File: src/rtl/cpu_run_ctrl.sv
// Run/step controller: issues PULSE_W-wide clk_cpu pulses for STEP/RUN commands,
// stopping on step count, breakpoint match or halt request at pulse boundaries.
module cpu_run_ctrl #(
  parameter int unsigned PULSE_W = 2
) (
  input  logic        clk,
  input  logic        rst,
  input  logic        cmd_valid,
  input  logic [1:0]  cmd_op,
  input  logic [31:0] cmd_arg,
  output logic        cmd_ready,
  input  logic        halt_req,
  input  logic [31:0] pc,
  output logic        clk_cpu,
  output logic        busy,
  output logic        done,
  output logic [1:0]  stop_cause,
  output logic [31:0] cycle_cnt
);

  typedef enum logic [1:0] {S_IDLE, S_HI, S_LO} state_e;
  typedef enum logic [1:0] {OP_STEP, OP_RUN, OP_SETBP, OP_CLRBP} op_e;
  typedef enum logic [1:0] {SC_NONE, SC_COUNT, SC_BP, SC_HALT} cause_e;

  localparam logic [7:0] PHASE_LAST = 8'(PULSE_W - 1);

  state_e      state_q, state_d;
  logic [7:0]  phase_q, phase_d;
  logic [31:0] rem_q, rem_d;
  logic        run_q, run_d;
  logic        bp_en_q, bp_en_d;
  logic [31:0] bp_addr_q, bp_addr_d;
  cause_e      cause_q, cause_d;
  logic [31:0] cnt_q, cnt_d;
  logic        done_q, done_d;
  logic        clk_cpu_q, clk_cpu_d;
  logic        last_phase;

  assign last_phase = (phase_q == PHASE_LAST);

  // NOTE: every signal gets a default first, so no path through the case can infer a latch.
  always_comb begin
    state_d   = state_q;
    phase_d   = phase_q;
    rem_d     = rem_q;
    run_d     = run_q;
    bp_en_d   = bp_en_q;
    bp_addr_d = bp_addr_q;
    cause_d   = cause_q;
    cnt_d     = cnt_q;

    unique case (state_q)
      S_IDLE: begin
        if (cmd_valid) begin
          unique case (op_e'(cmd_op))
            OP_STEP: begin
              rem_d   = (cmd_arg == 32'd0) ? 32'd1 : cmd_arg;
              run_d   = 1'b0;
              cause_d = SC_NONE;
              state_d = S_HI;
              phase_d = 8'd0;
              cnt_d   = cnt_q + 32'd1;
            end
            OP_RUN: begin
              run_d   = 1'b1;
              cause_d = SC_NONE;
              state_d = S_HI;
              phase_d = 8'd0;
              cnt_d   = cnt_q + 32'd1;
            end
            OP_SETBP: begin
              bp_addr_d = cmd_arg;
              bp_en_d   = 1'b1;
            end
            OP_CLRBP: bp_en_d = 1'b0;
          endcase
        end
      end
      S_HI: begin
        if (last_phase) begin
          state_d = S_LO;
          phase_d = 8'd0;
        end else begin
          phase_d = phase_q + 8'd1;
        end
      end
      S_LO: begin
        if (!last_phase) begin
          phase_d = phase_q + 8'd1;
        end else begin
          // Stop conditions are judged only here, so a pulse is never cut short.
          phase_d = 8'd0;
          if (run_q) begin
            if (bp_en_q && (pc == bp_addr_q)) begin
              state_d = S_IDLE;
              cause_d = SC_BP;
            end else if (halt_req) begin
              state_d = S_IDLE;
              cause_d = SC_HALT;
            end else begin
              state_d = S_HI;
              cnt_d   = cnt_q + 32'd1;
            end
          end else if (rem_q == 32'd1) begin
            state_d = S_IDLE;
            cause_d = SC_COUNT;
          end else begin
            rem_d   = rem_q - 32'd1;
            state_d = S_HI;
            cnt_d   = cnt_q + 32'd1;
          end
        end
      end
      default: state_d = S_IDLE;
    endcase

    done_d    = (state_q == S_LO) && (state_d == S_IDLE);
    clk_cpu_d = (state_d == S_HI);
  end

  // NOTE: state registers use non-blocking assignments so every flop samples pre-edge values.
  always_ff @(posedge clk) begin
    if (rst) begin
      state_q   <= S_IDLE;
      phase_q   <= 8'd0;
      rem_q     <= 32'd0;
      run_q     <= 1'b0;
      bp_en_q   <= 1'b0;
      bp_addr_q <= 32'd0;
      cause_q   <= SC_NONE;
      cnt_q     <= 32'd0;
      done_q    <= 1'b0;
      clk_cpu_q <= 1'b0;
    end else begin
      state_q   <= state_d;
      phase_q   <= phase_d;
      rem_q     <= rem_d;
      run_q     <= run_d;
      bp_en_q   <= bp_en_d;
      bp_addr_q <= bp_addr_d;
      cause_q   <= cause_d;
      cnt_q     <= cnt_d;
      done_q    <= done_d;
      clk_cpu_q <= clk_cpu_d;
    end
  end

  assign cmd_ready  = (state_q == S_IDLE);
  assign busy       = (state_q != S_IDLE);
  assign done       = done_q;
  assign clk_cpu    = clk_cpu_q;
  assign stop_cause = cause_q;
  assign cycle_cnt  = cnt_q;

endmodule

File: config.mk
export PLATFORM = sky130hd
export DESIGN_NAME = cpu_run_ctrl
export DESIGN_NICKNAME = d
export VERILOG_FILES = /design/src/rtl/cpu_run_ctrl.sv
export SDC_FILE = /design/constraint.sdc
export NUM_CORES = 1
export LEC_CHECK = 0
export CAP_MARGIN = 20
export CORE_ASPECT_RATIO = 0.5
export CORE_MARGIN = 2
export CORE_UTILIZATION = 24
export CTS_CLUSTER_SIZE = 12
export DETAILED_ROUTE_END_ITERATION = 16
export PLACE_DENSITY = 0.47
export REMOVE_ABC_BUFFERS = 1
export SLEW_MARGIN = 10
export SYNTH_ARGS = -nofsm -noshare
export SYNTH_HDL_FRONTEND = slang
export SYNTH_SLANG_ARGS = --single-unit
File: constraint.sdc
create_clock -name clk -period 2.7 [get_ports clk]
set_clock_uncertainty 0.15 [all_clocks]
set_input_delay 0.81 -clock clk [delete_from_list [all_inputs] [get_ports clk]]
set_output_delay 0.81 -clock clk [all_outputs]
set_load 0.1 [all_outputs]
Yosys cells after proc, flatten, opt, wreduce, memory -nomap -nowiden

Cells that the tools add are included.

Bits in registers: 112
Bits in latches: 0
RAM bits: 0
Memory bits (read-only): 0
Bits of input ports: 70
Word-level logic and storage cells: 91
Memories: 0

$add $sub $neg: 3
Multipliers: 0
Div/mod/pow operators: 0
Magnitude comparators: 0
Eq/ne operators: 20
Shifts and indexed selects: 0
Multiplexer cells: 38
Bitwise operators: 0
Reduce and logical (&&, ||, !) cells: 20

Operator list:

| kind                                                                 | number |
|---|---|
| 32-bit two-way mux                                                   | 13 |
| 32-bit case mux with 2 select lines                                  | 2 |
| 32-bit by 1-bit adder with 32-bit output, second input constant      | 1 |
| 32-bit by 1-bit == test with 1-bit output, second input constant     | 1 |
| 32-bit == test                                                       | 1 |
| 32-bit zero test                                                     | 1 |
| 32-bit by 1-bit subtractor with 32-bit output, second input constant | 1 |
| 2-bit two-way mux                                                    | 12 |
| 8-bit two-way mux                                                    | 3 |
| 8-bit case mux with 2 select lines                                   | 1 |
| 3-bit inequality test, second input constant                         | 4 |
| 3-bit AND reduction                                                  | 4 |
| 6-bit AND reduction                                                  | 2 |
| 2-bit inequality test, second input constant                         | 5 |
| 2-bit nonzero test                                                   | 5 |
| 8-bit by 1-bit adder with 8-bit output, second input constant        | 1 |
| 8-bit by 1-bit == test with 1-bit output, second input constant      | 1 |
| 7-bit AND reduction                                                  | 1 |
| 2-bit by 1-bit == test with 1-bit output, second input constant      | 3 |
| 2-bit == test, second input constant                                 | 3 |
| 2-bit zero test                                                      | 3 |
| 2-bit case mux with 3 select lines                                   | 1 |
| 4-bit inequality test, second input constant                         | 1 |
| 1-bit case mux with 2 select lines                                   | 2 |
| other kinds (5)                                                      | 9 |

Depth between registers and ports, before layout

Depth after elaboration: 8
Depth in mapped cells: 9
Gate-level depth less buffers: 8

Worst setup path before layout

No wires, ideal clock.

Kind: register -> register
From: register state_q[1]
To: register cnt_q[12] (netlist: cycle_cnt[12])
Setup time: 123 ps
Arrival time: 3,412 ps
Data required time: 2,427 ps
Setup slack: -986 ps
Stages on the path, launching flop included: 10
Path buffers: 1
Clock period less this slack: 3,686 ps
Path through: dfxtp_1 inv_1 ha_1 inv_1 a21oi_1 a21oi_1 buf_2 nand4_1 nor3_1 mux2_1

Cells in the longest elaborated chain, start to end: 3
Elaborated cells on any way between the ends: 11
Classes of those cells: eq/ne: 7; mux: 1; reduce/logical: 3

Ends and longest elaborated chain:

| element                                                                      | line | source |
|---|---|---|
| start: declaration                                                           | 27   | `state_e state_q, state_d;` |
| start signal: assignment                                                     | 135  | `state_q <= state_d;` |
| 2-bit zero test *                                                            | -    |  |
| named net cmd_ready                                                          | 11   | `output logic cmd_ready,` |
| 2-bit inequality test (no source line) or 2-bit nonzero test (tied branches) | -    |  |
| 7-bit AND reduction (no source line)                                         | -    |  |
| end signal: assignment                                                       | 142  | `cnt_q <= cnt_d;` |
| end: declaration                                                             | 34   | `logic [31:0] cnt_q, cnt_d;` |

Mark *: on every way through the listed nets, which the timed path passes. The rest lies on a longest branch.
A chain may end at the register's enable or synchronous reset.

Final worst setup path

From: input port pc[6]
To: register cnt_q[7] (netlist: cycle_cnt[7])

Cells in the longest elaborated chain, start to end: 4

Ends and longest elaborated chain:

| element                                | line | source |
|---|---|---|
| start: declaration                     | 13   | `input logic [31:0] pc,` |
| 32-bit == test                         | 94   | `if (bp_en_q && (pc == bp_addr_q)) begin` |
| 1-bit logical AND                      | 94   |  |
| 3-bit inequality test (no source line) | -    |  |
| 7-bit AND reduction (no source line)   | -    |  |

Every way passes these cells.

==> results.py <==
metrics = {
    "outcome": {
        "run_status": "completed",
    },
    "setup_path": {
        "r2r_slack_ns": 0.05,
        "r2r_start": "rem_q[30]$_SDFFE_PP0P_",
        "path_buf_inv": 4,
        "crit_path_start": "pc[6]",
        "worstRegToRegCells": 9,
        "crit_path_max_incr_delay_ns": 0.34,
        "r2r_end": "rem_q[14]$_SDFFE_PP0P_",
        "cpLargestDelayFamily": "buffers and inverters",
        "critPathArrivalTime_ns": 2.77,
        "cp-endpoint": "cycle_cnt[7]$_SDFFE_PP0P_",
        "cpMaxStageDelayCell": "nor4_2",
        "path_class": "input pin to flop",
        "startpoint_type": "input pin",
        "path_cells": "clkdlybuf4s15_1 -> xor2_1 -> nor4_2 -> buf_4 -> nand2_4 -> nor4_4 -> buf_6 -> bufbuf_16 -> nor3_1 -> mux2_1",
        "cp.depth": 10,
        "end_kind": "flop",
        "cp.required_ns": 2.80,
        "cp_max_fo": 4,
    },
    "clock_tree": {
        "clockRootBuffer": "clkbuf_16",
        "cts_made_buffers": 9,
        "clkSinkCount": 112,
        "insertion_delay_ns": 0.37,
        "cts_buffer_depth": 2,
        "cts_tree": "yes",
        "cts_max_level": 3,
        "cts-hold-fix-buffers": 0,
        "clk_pin_slew_ns": 0.07,
    },
    "detailed_routing": {
        "antenna_left": 0,
        "first_iter_violations": 412,
        "wl_per_cell_microns": 17.1,
        "via_per_inst": 4.91,
        "remaining_drc_errors": 0,
        "vias": 6585,
        "routed_wl_mm": 22.9,
        "drtPass1Iterations": 5,
    },
    "logic_synthesis": {
        "netlist_area_sq_um": 6560,
        "ys_ff_latch": 112,
        "syn_area_per_cell_sq_um": 8.01,
        "syn-instance-count": 819,
        "synth_async_sr_flop_share": 0,
        "ys.flop_type": "dfxtp_1",
        "synth_edf_count": 0,
        "synth_cell_types": 66,
        "seq_area_frac_synth": 0.342,
        "yosys_warnings": 0,
    },
    "floorplan": {
        "core-area_sq_um": 26600,
        "die_h_microns": 121,
        "die_area_sq_um": 28700,
        "io_pins": 108,
        "num_rows": 42,
        "dieWidth_microns": 238,
        "start_util": 0.246,
    },
    "grt": {
        "antenna_found_initial": 0,
        "grtUsageTotal": 0.156,
        "grt-ovfl-total": 0,
        "grt_pass1_wl_mm": 35.6,
        "grt_pass1_vias": 6609,
        "grt_max_degree": 64,
    },
    "final_layout": {
        "drive_above_1_share": 0.277,
        "multiInputGateArea_sq_um": 4500,
        "final_cell_area_sq_um": 9510,
        "nets": 1063,
        "syn2layout_area_growth_pct": 45.0,
        "regArea_sq_um": 2250,
        "stdcell_count": 1341,
        "final_core_util": 0.357,
        "fillerInstances": 2701,
        "antenna_cells": 0,
        "layout_commonest_cell": "buf_4",
        "mostFrequentLayoutCells": "buf_4 (117), dfxtp_1 (109), nand2_1 (105), a21oi_1 (74), nor2_1 (55)",
    },
    "power_and_ir_drop": {
        "power.density_nw_per_um2": 461,
        "power.static_leakage_uw": 0.00369,
        "peakVddDrop_mv": 0.298,
    },
    "timing": {
        "worst_pin_slew_ns": 0.719,
        "layout_worst_path_cycle_share": 0.986,
        "holdWs_ns": 0.315,
        "setup_viol_count_final": 0,
        "max_freq_ghz": 0.375,
        "slew_viol_final": 0,
        "finalCriticalPeriod_ns": 2.66,
        "grt_setup_unrepaired": "true",
        "slew_headroom": 0.521,
        "hold_violations": 0,
    },
    "flow_run": {
        "drv_cap": 0,
    },
    "hold_path": {
        "holdCritPathClass": "flop to flop",
    },
    "place": {
        "place_congestion": 0.770,
        "io_buffer_count": 107,
        "dp_hpwl_mm": 15.9,
        "place_inst": 1311,
        "placed_area_sq_um": 8500,
    },
}
==> metal layers <==
layer  track usage  vias to the layer above  share of wire  wire (microns)
met5             0                        -              0               0
met4        0.0377                        0          0.012             271
met3        0.0275                       23          0.024             541
met2         0.279                       89           0.50           11500
met1         0.196                     3225           0.46           10600
li1              -                     3248              -               -
==> worst register-to-register path: stages, from the launching register on <==
cell	delay, ns
dfxtp_2	0.33
or4_4	0.58
nor4_4	0.42
buf_4	0.20
a31oi_4	0.10
o21a_4	0.28
buf_6	0.13
clkbuf_16	0.17
a21oi_1	0.13
a211oi_1	0.06
==> synth_stat cells (all sizes together), types with 3 or more instances <==
cell type,number,area (sq um)
or3,6,37.5
nor3,38,248
inv,20,75.1
o32ai,11,96.3
and4,3,26.3
mux2i,6,60.1
buf,15,91.3
and2,4,25.0
xor2,32,280
a21oi,80,412
nor4b,9,115
nand2,107,402
nand3b,3,22.5
xnor2,3,26.3
o22ai,4,25.0
and3,18,113
o21ai,30,154
nor4,26,190
nand3,24,120
or4,8,63.8
a211oi,9,67.6
dfxtp,112,2240
nor2b,39,244
mux2,32,390
nand4,26,163
o21a,4,30.0
o31a,3,26.3
clkbuf,38,143
ha,9,113
nor2,57,214
a31oi,5,31.3
nand2b,14,87.6
==> sequential cells by signal, indices dropped and copies added, names as in the netlist <==
signal      count
bp_addr_q      32
bp_en_q         1
clk_cpu         1
cycle_cnt      32
done            1
phase_q         8
rem_q          32
run_q           1
state_q         2
stop_cause      2
==> kinds of logic (layout without fill, tap and decap cells) <==
| family | Yosys count | after routing | synth area share |
|---|---|---|---|
| fa+ha+maj | 9 | 9 | 0.0172 |
| xor+xnor | 35 | 35 | 0.0467 |
| flops | 112 | 112 | 0.342 |
| simple gates | 390 | 390 | 0.327 |
| buf+inv | 74 | 244 | 0.0477 |
| mux | 38 | 38 | 0.0687 |
| compound gates | 161 | 161 | 0.151 |
==> where the power goes <==
| part | leakage [uW] | total [uW] | switching, uW | internal, uW |
|---|---|---|---|---|
| sequential | 0.000910 | 1780 | 63.1 | 1720 |
| clock | 0.000150 | 1430 | 663 | 771 |
| combinational | 0.00263 | 1170 | 661 | 507 |
| total | 0.00369 | 4390 | 1390 | 3000 |
==> layout make-up <==
type | instances | area share
multi-input combinational | 633 | 0.473
sequential | 112 | 0.236
timing repair buffer | 207 | 0.204
tap | 352 | 0.0463
clock buffer | 13 | 0.0274
inverter | 21 | 0.00829
clock inverter | 3 | 0.00421
==> through the flow <==
step | setup TNS [ns] | setup slack [ns] | total power (uW)
final | 0 | 0.0366 | 4390
after global routing | -0.198 | -0.0394 | 4590
after floorplan | -120.57 | -1.75 | 2370
after detailed placement | -37.90 | -0.850 | 2900
after global placement | -36.76 | -0.855 | 2890
after CTS | -0.0188 | -0.00922 | 4360
==> what timing repair did <==
action                                 in CTS  in global routing
pin swaps                                  14                 27
resized for setup                          96                 75
setup endpoints to repair                  37                 48
endpoints found under the hold margin       0                  0
cloned                                      3                  5
setup buffers                               3                  5
==> worst min path at each step <==
stage | start | to | slack [ns] | depth (start not counted)
final | bp_en_q$_SDFFE_PP0P_ | bp_en_q$_SDFFE_PP0P_ | 0.32 | 2
after global routing | bp_en_q$_SDFFE_PP0P_ | bp_en_q$_SDFFE_PP0P_ | 0.33 | 2
after CTS | bp_addr_q[5]$_SDFFE_PP0P_ | bp_addr_q[5]$_SDFFE_PP0P_ | 0.32 | 2
after detailed placement | bp_addr_q[5]$_SDFFE_PP0P_ | bp_addr_q[5]$_SDFFE_PP0P_ | 0.31 | 2
after global placement | bp_en_q$_SDFFE_PP0P_ | bp_en_q$_SDFFE_PP0P_ | 0.30 | 2
after floorplan | bp_en_q$_SDFFE_PP0P_ | bp_en_q$_SDFFE_PP0P_ | 0.28 | 2
(Power assumes the default switching activity.)
